===== config.mk =====
export PLATFORM = sky130hd
export DESIGN_NAME = song_sequencer_flat
export DESIGN_NICKNAME = d
export VERILOG_FILES = /design/src/rtl/song_sequencer_if.sv /design/src/rtl/song_sequencer.sv /design/src/flat_wrapper.sv
export SDC_FILE = /design/constraint.sdc
export NUM_CORES = 1
export LEC_CHECK = 0
export ABC_CLOCK_PERIOD_IN_PS = 2700
export CAP_MARGIN = 25
export CELL_PAD_IN_SITES_DETAIL_PLACEMENT = 2
export CELL_PAD_IN_SITES_GLOBAL_PLACEMENT = 2
export CORE_ASPECT_RATIO = 1.1
export CORE_MARGIN = 5
export CORE_UTILIZATION = 30
export DETAILED_ROUTE_END_ITERATION = 8
export GPL_ROUTABILITY_DRIVEN = 0
export PLACE_DENSITY_LB_ADDON = 0.05
export REMOVE_ABC_BUFFERS = 1
export SLEW_MARGIN = 20
export SYNTH_ARGS = -nofsm -noshare
export SYNTH_HDL_FRONTEND = slang
export SYNTH_SLANG_ARGS = --single-unit
export TNS_END_PERCENT = 1

===== constraint.sdc =====
create_clock -name clk -period 2.7 [get_ports clk]
set_clock_uncertainty 0.15 [all_clocks]
set_input_delay 0.27 -clock clk [delete_from_list [all_inputs] [get_ports clk]]
set_output_delay 0.27 -clock clk [all_outputs]
set_load 0.03 [all_outputs]

===== src/rtl/song_sequencer_if.sv =====
// Bus between the song sequencer, the song ROM and the note distributor.
// master = sequencer side, slave = ROM/distributor/control side.
interface song_sequencer_if #(
    parameter int SONG_ADDR_W = 5
);
    logic                   play;
    logic                   beat;
    logic [1:0]             song_sel;
    logic                   voice_free;
    logic [SONG_ADDR_W+1:0] rom_addr;
    logic [15:0]            rom_data;
    logic                   load_new_note;
    logic [5:0]             note_to_load;
    logic [5:0]             duration_to_load;
    logic                   song_done;

    modport master (
        input  play, beat, song_sel, voice_free, rom_data,
        output rom_addr, load_new_note, note_to_load, duration_to_load, song_done
    );

    modport slave (
        output play, beat, song_sel, voice_free, rom_data,
        input  rom_addr, load_new_note, note_to_load, duration_to_load, song_done
    );
endinterface


===== src/rtl/song_sequencer.sv =====
// Walks a per-song entry list in a synchronous ROM and issues note-load pulses.
// SONG_LOOP_EN: when defined, END wraps to entry 0 with a one-cycle song_done pulse.
module song_sequencer #(
    parameter int SONG_ADDR_W = 5
) (
    input  logic clk,
    input  logic reset,
    song_sequencer_if.master bus
);
    localparam logic [2:0] S_IDLE   = 3'd0;
    localparam logic [2:0] S_FETCH  = 3'd1;
    localparam logic [2:0] S_DECODE = 3'd2;
    localparam logic [2:0] S_ISSUE  = 3'd3;
    localparam logic [2:0] S_WAIT   = 3'd4;
    localparam logic [2:0] S_DONE   = 3'd5;

    logic [2:0]             state, state_n;
    logic [SONG_ADDR_W-1:0] index, index_n;
    logic [1:0]             song_q, song_n;
    logic [5:0]             beat_cnt, beat_cnt_n;
    logic [5:0]             hold_note, hold_note_n;
    logic [5:0]             hold_dur, hold_dur_n;
    logic [5:0]             note_q, note_n;
    logic [5:0]             dur_q, dur_n;
    logic                   load_q, load_n;
    logic                   done_q, done_n;
    logic                   step, finish;

    always_comb begin
        state_n     = state;
        index_n     = index;
        song_n      = song_q;
        beat_cnt_n  = beat_cnt;
        hold_note_n = hold_note;
        hold_dur_n  = hold_dur;
        note_n      = note_q;
        dur_n       = dur_q;
        load_n      = 1'b0;
`ifdef SONG_LOOP_EN
        done_n      = 1'b0;
`else
        done_n      = done_q;
`endif
        step        = 1'b0;
        finish      = 1'b0;

        if (bus.song_sel != song_q) begin
            // Song change overrides everything, even while paused.
            song_n  = bus.song_sel;
            index_n = '0;
            state_n = S_FETCH;
            done_n  = 1'b0;
        end else if (bus.play) begin
            case (state)
                S_IDLE: begin
                    index_n = '0;
                    state_n = S_FETCH;
                end
                S_FETCH: state_n = S_DECODE;
                S_DECODE: begin
                    case (bus.rom_data[15:14])
                        2'b00: begin
                            hold_note_n = bus.rom_data[13:8];
                            hold_dur_n  = bus.rom_data[7:2];
                            state_n     = S_ISSUE;
                        end
                        2'b01: begin
                            if (bus.rom_data[5:0] == 6'd0) begin
                                step = 1'b1;
                            end else begin
                                beat_cnt_n = bus.rom_data[5:0];
                                state_n    = S_WAIT;
                            end
                        end
                        default: finish = 1'b1;
                    endcase
                end
                S_ISSUE: begin
                    if (bus.voice_free) begin
                        load_n = 1'b1;
                        note_n = hold_note;
                        dur_n  = hold_dur;
                        step   = 1'b1;
                    end
                end
                S_WAIT: begin
                    if (bus.beat) begin
                        beat_cnt_n = beat_cnt - 6'd1;
                        if (beat_cnt == 6'd1) step = 1'b1;
                    end
                end
                default: ;
            endcase

            // Stepping past the last entry counts as an implicit END.
            if (step) begin
                if (index == '1) begin
                    finish = 1'b1;
                end else begin
                    index_n = index + 1'b1;
                    state_n = S_FETCH;
                end
            end

            if (finish) begin
`ifdef SONG_LOOP_EN
                index_n = '0;
                state_n = S_FETCH;
                done_n  = 1'b1;
`else
                state_n = S_DONE;
                done_n  = 1'b1;
`endif
            end
        end
    end

    always_ff @(posedge clk) begin
        if (reset) begin
            state     <= S_IDLE;
            index     <= '0;
            song_q    <= bus.song_sel;
            beat_cnt  <= 6'd0;
            hold_note <= 6'd0;
            hold_dur  <= 6'd0;
            note_q    <= 6'd0;
            dur_q     <= 6'd0;
            load_q    <= 1'b0;
            done_q    <= 1'b0;
        end else begin
            state     <= state_n;
            index     <= index_n;
            song_q    <= song_n;
            beat_cnt  <= beat_cnt_n;
            hold_note <= hold_note_n;
            hold_dur  <= hold_dur_n;
            note_q    <= note_n;
            dur_q     <= dur_n;
            load_q    <= load_n;
            done_q    <= done_n;
        end
    end

    assign bus.rom_addr         = {song_q, index};
    assign bus.load_new_note    = load_q;
    assign bus.note_to_load     = note_q;
    assign bus.duration_to_load = dur_q;
    assign bus.song_done        = done_q;
endmodule


===== src/flat_wrapper.sv =====
// flat-port wrapper written by rule: the top's interface ports become plain ports
module song_sequencer_flat 
#(
    parameter int SONG_ADDR_W = 5
)
  (clk, reset, bus_play, bus_beat, bus_song_sel, bus_voice_free, bus_rom_data, bus_rom_addr, bus_load_new_note, bus_note_to_load, bus_duration_to_load, bus_song_done);
  song_sequencer_if #(.SONG_ADDR_W(SONG_ADDR_W)) bus_i ();
  input  logic clk;
  input  logic reset;
  input wire logic [$bits(bus_i.play)-1:0] bus_play;
  input wire logic [$bits(bus_i.beat)-1:0] bus_beat;
  input wire logic [$bits(bus_i.song_sel)-1:0] bus_song_sel;
  input wire logic [$bits(bus_i.voice_free)-1:0] bus_voice_free;
  input wire logic [$bits(bus_i.rom_data)-1:0] bus_rom_data;
  output wire logic [$bits(bus_i.rom_addr)-1:0] bus_rom_addr;
  output wire logic [$bits(bus_i.load_new_note)-1:0] bus_load_new_note;
  output wire logic [$bits(bus_i.note_to_load)-1:0] bus_note_to_load;
  output wire logic [$bits(bus_i.duration_to_load)-1:0] bus_duration_to_load;
  output wire logic [$bits(bus_i.song_done)-1:0] bus_song_done;
  assign bus_i.play = bus_play;
  assign bus_i.beat = bus_beat;
  assign bus_i.song_sel = bus_song_sel;
  assign bus_i.voice_free = bus_voice_free;
  assign bus_i.rom_data = bus_rom_data;
  assign bus_rom_addr = bus_i.rom_addr;
  assign bus_load_new_note = bus_i.load_new_note;
  assign bus_note_to_load = bus_i.note_to_load;
  assign bus_duration_to_load = bus_i.duration_to_load;
  assign bus_song_done = bus_i.song_done;
  song_sequencer #(.SONG_ADDR_W(SONG_ADDR_W)) u_core (.clk(clk), .reset(reset), .bus(bus_i));
endmodule

Yosys cells after proc, flatten, opt, wreduce, memory -nomap -nowiden
Cells that the tools add are included.
{"block": "classes", "addsub": 2, "multipliers": 0, "n_div": 0, "n_lt_le_gt_ge": 0, "eq_ne": 11, "n_shift": 0, "muxes": 31, "bitwise": 3, "reduce_logical": 13}
{"op": "$mux W6", "count": 3}
{"op": "$mux W1", "count": 15}
{"op": "$mux W5", "count": 3}
{"op": "$mux W3", "count": 4}
{"op": "$pmux W6 S2", "count": 1}
{"op": "$pmux W3 S3", "count": 1}
{"op": "$reduce_and A4 Y1", "count": 2}
{"op": "$eq A3 B2 Y1 const B", "count": 2}
{"op": "$eq A6 B1 Y1 const B", "count": 1}
{"op": "$logic_not A6 Y1", "count": 1}
{"op": "$pmux W3 S2", "count": 1}
{"op": "$reduce_and A6 Y1", "count": 1}
{"op": "$reduce_bool A2 Y1", "count": 3}
{"op": "$sub A6 B1 Y6 const B", "count": 1}
{"op": "$add A5 B1 Y5 const B", "count": 1}
{"op": "$eq A5 B5 Y1 const B", "count": 1}
{"op": "$mux W2", "count": 2}
{"op": "$ne A2 B2 Y1 const B", "count": 2}
{"op": "$reduce_or A2 Y1", "count": 2}
{"op": "$reduce_or A4 Y1", "count": 1}
{"op": "$eq A3 B1 Y1 const B", "count": 1}
{"op": "$eq A3 B3 Y1 const B", "count": 1}
{"op": "$logic_not A3 Y1", "count": 1}
{"op": "$not A1 Y1", "count": 3}
{"op": "other kinds (6)", "count": 6}
{"block": "totals", "register_bits": 42, "latchBits": 0, "ramBits": 0, "rom_bits": 0, "in_bits": 23, "out_inout_bits": 21, "elab_cells": 71, "memories": 0}

Longest topological paths before layout
{"block": "depth", "ltp_word": 12, "mapped_depth": 8, "mapped_depth_nobuf": 8}

Worst setup path before layout
No wires, ideal clock.
{"block": "synth_timing", "path_kind": "reg2reg", "startpoint": "register u_core.song_q[0]", "endpoint": "register u_core.hold_dur[3]", "setup_time_ns": 0.128, "arrival_ns": 1.807, "required_time_ns": 2.422, "slack_ns": 0.615, "stages_incl_launch_ff": 8, "path_buffers": 2, "synth_period_minus_slack_ns": 2.085, "cell_sequence": "edfxtp_1 > xnor2_1 > nand3_1 > or3_1 > buf_2 > buf_2 > mux2i_1 > nor2_1"}
{"block": "synth_via", "elab_chain_len": 3}
{"item": "start, declared", "line_no": "song_sequencer.sv:19", "rtl": "logic [1:0] song_q, song_n;"}
{"item": "start signal, assigned", "line_no": "song_sequencer.sv:122", "rtl": "song_q <= bus.song_sel;"}
{"item": "start signal, assigned", "line_no": "song_sequencer.sv:133", "rtl": "song_q <= song_n;"}
{"item": "$ne A2 B2 Y1", "line_no": "song_sequencer.sv:47", "rtl": "if (bus.song_sel != song_q) begin"}
{"item": "$not A1 Y1 (no line)"}
{"item": "$reduce_and A4 Y1 (no line)"}
{"item": "end signal, assigned", "line_no": "song_sequencer.sv:136", "rtl": "hold_dur <= hold_dur_n;"}
{"item": "end, declared", "line_no": "song_sequencer.sv:22", "rtl": "logic [5:0] hold_dur, hold_dur_n;"}
Every way passes these cells.
A chain may end at the register's enable or synchronous reset.

Final worst setup path
{"block": "layout_timing", "startpoint": "input port bus_rom_data[15]", "endpoint": "register u_core.beat_cnt[3]"}
{"block": "layout_via", "elab_chain_len": 3}
{"item": "start, declared", "line_no": "flat_wrapper.sv:14", "rtl": "input wire logic [$bits(bus_i.rom_data)-1:0] bus_rom_data;"}
{"item": "$eq A2 B1 Y1", "line_no": "song_sequencer.sv:61", "rtl": "case (bus.rom_data[15:14])"}
{"item": "$ne A2 B1 Y1 (no line)"}
{"item": "$reduce_and A6 Y1 (no line)"}
{"item": "end signal, assigned", "line_no": "song_sequencer.sv:134", "rtl": "beat_cnt <= beat_cnt_n;"}
{"item": "end, declared", "line_no": "song_sequencer.sv:20", "rtl": "logic [5:0] beat_cnt, beat_cnt_n;"}
Every way passes these cells.

==> impl_metrics.toml <==
[run_status]
status = "finished clean"

[worst_setup_path]
crit_path_start_kind = "input pin"
crit_arrival_ps = 2260
cp_slowest_stage_delay_ps = 590
path_cells = "clkdlybuf4s50_1 -> nor3b_4 -> mux2i_2 -> a2111oi_4 -> o21ai_1 -> a32o_1"
r2r_start = "u_core.state[1]$_SDFFE_PP0P_"
reg2reg_depth = 5
critPathSlowestCell = "a2111oi_4"
cp-end-kind = "flop"
critical_path_required_ps = 2740
path_delay_family = "compound AO/OA/AOI/OAI gates"
reg2reg_slack_ps = 480
timing.rr.end = "u_core.beat_cnt[3]$_SDFFE_PP0P_"
crit_type = "in -> reg"
path_buf_inv = 1
worstPathMaxFanout = 9

[clocking]
cts_max_level = 2
clock_path_buffers = 2
hold_buffers = 0
cts_sinks = 42
cts_tree = "done"
cts_setup_buffers = 0
insertion_delay_ps = 290
cts_resized = 0
clkTransAtPathRegs_ps = 90
cts_buffers = 5
cts_root_buf = "clkbuf_8"

[power]
fin_total_pwr_w = 0.00127
internal_power_w = 0.000965
p_leak_nw = 1.09
pwr-share-seq_pct = 50.3
combPwrFrac_pct = 9.3
power.density_nw_per_um2 = 483
clock_power_share_pct = 40.4
switching_share_pct = 24.0
irDropWorstVdd_mv = 0.230
p_switching_w = 0.000304

[floorplan]
io_pins = 44
row_count = 31
die_height_um = 96.0
fp.dieW_um = 88.2
die_area_sq_um = 8460
core_sq_um = 6560
initial_core_util_pct = 30.8

[synth]
synth.cell_area_sq_um = 2020
synth-simple-area-share_pct = 21.5
async_flop_share_pct = 0
synth_edf_count = 2
synth.area.mux_share_pct = 12.6
synthCells = 222
synth-adder-area-share_pct = 2.48
synthTopCellsByArea = "dfxtp_1 40%, mux2i_1 12%, nor2_1 7.1%, edfxtp_1 3.0%, nand2_1 2.8%"
ys_types = 49
post-synth-top-count-cell = "dfxtp_1"
ys_seq_area_share_pct = 42.7
ys_warn_count = 0
netlist_top_cells_count = "40 x dfxtp_1, 38 x nor2_1, 24 x mux2i_1"
synth_compound_area_share_pct = 15.0
avgSynthCellArea_sq_um = 9.09
synthXorXnorAreaFrac_pct = 0.868
synth_top_cell_by_area = "dfxtp_1"
synth_ff_type = "dfxtp_1"
synth_top_family_by_area = "simple AND/OR/NAND/NOR gates"
netlist.area_leader.share_pct = 39.7
yosys_register_bits = 42

[worst_hold_path]
hold_class = "reg -> reg"
min_to = "u_core.bus.note_to_load[5]$_SDFFE_PP0P_"
min_from = "u_core.hold_note[5]$_SDFFE_PP0P_"
hold-path-cell-count = 2

[global_routing]
grt_overflow_total = 0
grt_max_degree = 33
grt_pass1_wl_mm = 9.44
grt_usage_pct = 14.3
antenna_found_initial = 0
grt_pass1_vias = 1894

[route]
postRouteAntennaNets = 0
first_iter_violations = 44
wirelength_mm = 5.84
drt-vias-per-instance = 5.16
wl_per_cell_um = 16.9
first_pass_iters = 4
dr_total_vias = 1786
drc = 0

[sta]
setup_viol = 0
final.min_clock_period_ps = 2220
hold_viol = 0
fin_crit_sh_pct = 82.2
setup_tns_ps = 0
fin_ws_ps = 480
rsz0062_at_grt = "no"
slew_violations = 0
fmax_mhz = 450
slew_headroom_pct = 62.0
worst_pin_slew_ps = 570

[final_layout]
layout-drive-gt1-share_pct = 8.33
syn_to_final_growth_pct = 30.1
num-nets-final = 290
finish.utilization_pct = 40.0
diodes = 0
n_fill_cell = 749

[placed_design]
place_ws_ps = 174
place_hpwl_mm = 4.27
io_buffers = 43

[run]
timing.max_cap.violations = 0
[cells by family (layout without fill, tap and decap cells)]
group,count (synthesis),in the layout
buf+inv,20,62
simple gates,88,88
fa+ha+maj,4,4
xor+xnor,2,2
flops,42,42
mux,25,25
compound gates,41,41
[how the worst max path moves through the flow]
stage                                       from                               to  slack, ps  cells after the start
floorplan           u_core.index[0]$_SDFFE_PP0P_     u_core.index[1]$_SDFFE_PP0P_        610                      8
global placement                bus_rom_data[15]  u_core.beat_cnt[3]$_SDFFE_PP0P_        250                      6
detailed placement              bus_rom_data[15]  u_core.beat_cnt[3]$_SDFFE_PP0P_        170                      6
CTS                 u_core.state[1]$_SDFFE_PP0P_  u_core.beat_cnt[3]$_SDFFE_PP0P_        460                      5
global route        u_core.state[1]$_SDFFE_PP0P_  u_core.beat_cnt[3]$_SDFFE_PP0P_        290                      5
finish                          bus_rom_data[15]  u_core.beat_cnt[3]$_SDFFE_PP0P_        480                      6
[power groups by stage]
stage	sequential, W	clock (W)	combinational [W]
floorplan	0.000656	0	0.0000426
global route	0.000640	0.000565	0.000129
CTS	0.000639	0.000528	0.000121
detailed placement	0.000653	0	0.000120
finish	0.000638	0.000512	0.000118
global placement	0.000653	0	0.000120
[cell type report]
cell class | count | area [sq um] | share of cell area [%]
multi-input combinational | 160 | 1060 | 40.3
sequential | 42 | 861 | 32.8
timing repair buffer | 48 | 468 | 17.8
tap | 82 | 103 | 3.91
clock buffer | 5 | 68.8 | 2.62
clock inverter | 3 | 43.8 | 1.67
inverter | 6 | 22.5 | 0.858
[worst reg2reg max path, cell delays in order (launching register included)]
cell and delay, ps:
dfxtp_1 540, inv_1 180, mux2i_2 210, a2111oi_4 590, o21ai_1 150, a32o_1 290
[through the flow]
stage          instance area, sq um  hold slack, ps  instances
2_1_floorplan                  1940             189        208
3_3_place_gp                   2510             324        338
3_5_place_dp                   2510             337        338
4_1_cts                        2630             359        346
5_1_grt                        2630             393        346
6_report                       2630             348        346
[state kept, by name (all words and copies together), names as in the netlist]
register	cells
u_core.beat_cnt	6
u_core.bus.duration_to_load	6
u_core.bus.note_to_load	6
u_core.hold_dur	6
u_core.hold_note	6
u_core.index	5
u_core.state	3
u_core.song_q	2
u_core.bus.load_new_note	1
u_core.bus.song_done	1
[cell usage in the layout, fill, tap and decap left out, types with 3 or more instances in the layout]
| master | netlist | routed |
|---|---|---|
| nand2b_1 | 3 | 3 |
| nand3_1 | 8 | 8 |
| a31o_2 | 3 | 3 |
| mux2i_1 | 24 | 24 |
| buf_4 | 3 | 5 |
| clkdlybuf4s50_1 | 0 | 43 |
| nand3b_1 | 3 | 3 |
| dfxtp_1 | 40 | 40 |
| a31oi_1 | 4 | 4 |
| nor3_1 | 3 | 3 |
| inv_1 | 6 | 6 |
| clkbuf_8 | 0 | 5 |
| o21ai_1 | 4 | 4 |
| nor2_1 | 38 | 38 |
| ha_1 | 4 | 4 |
| a21oi_1 | 11 | 11 |
| o21ai_0 | 3 | 3 |
| nand2_1 | 15 | 15 |
[layer usage]
layer	wire length (um)	global-route usage, %	vias up
li1	-	-	872
met1	2590	17.8	885
met2	3020	25.4	27
met3	204	3.34	2
met4	28	2.27	0
met5	0	0	-
Power figures use the tool's default switching activity.
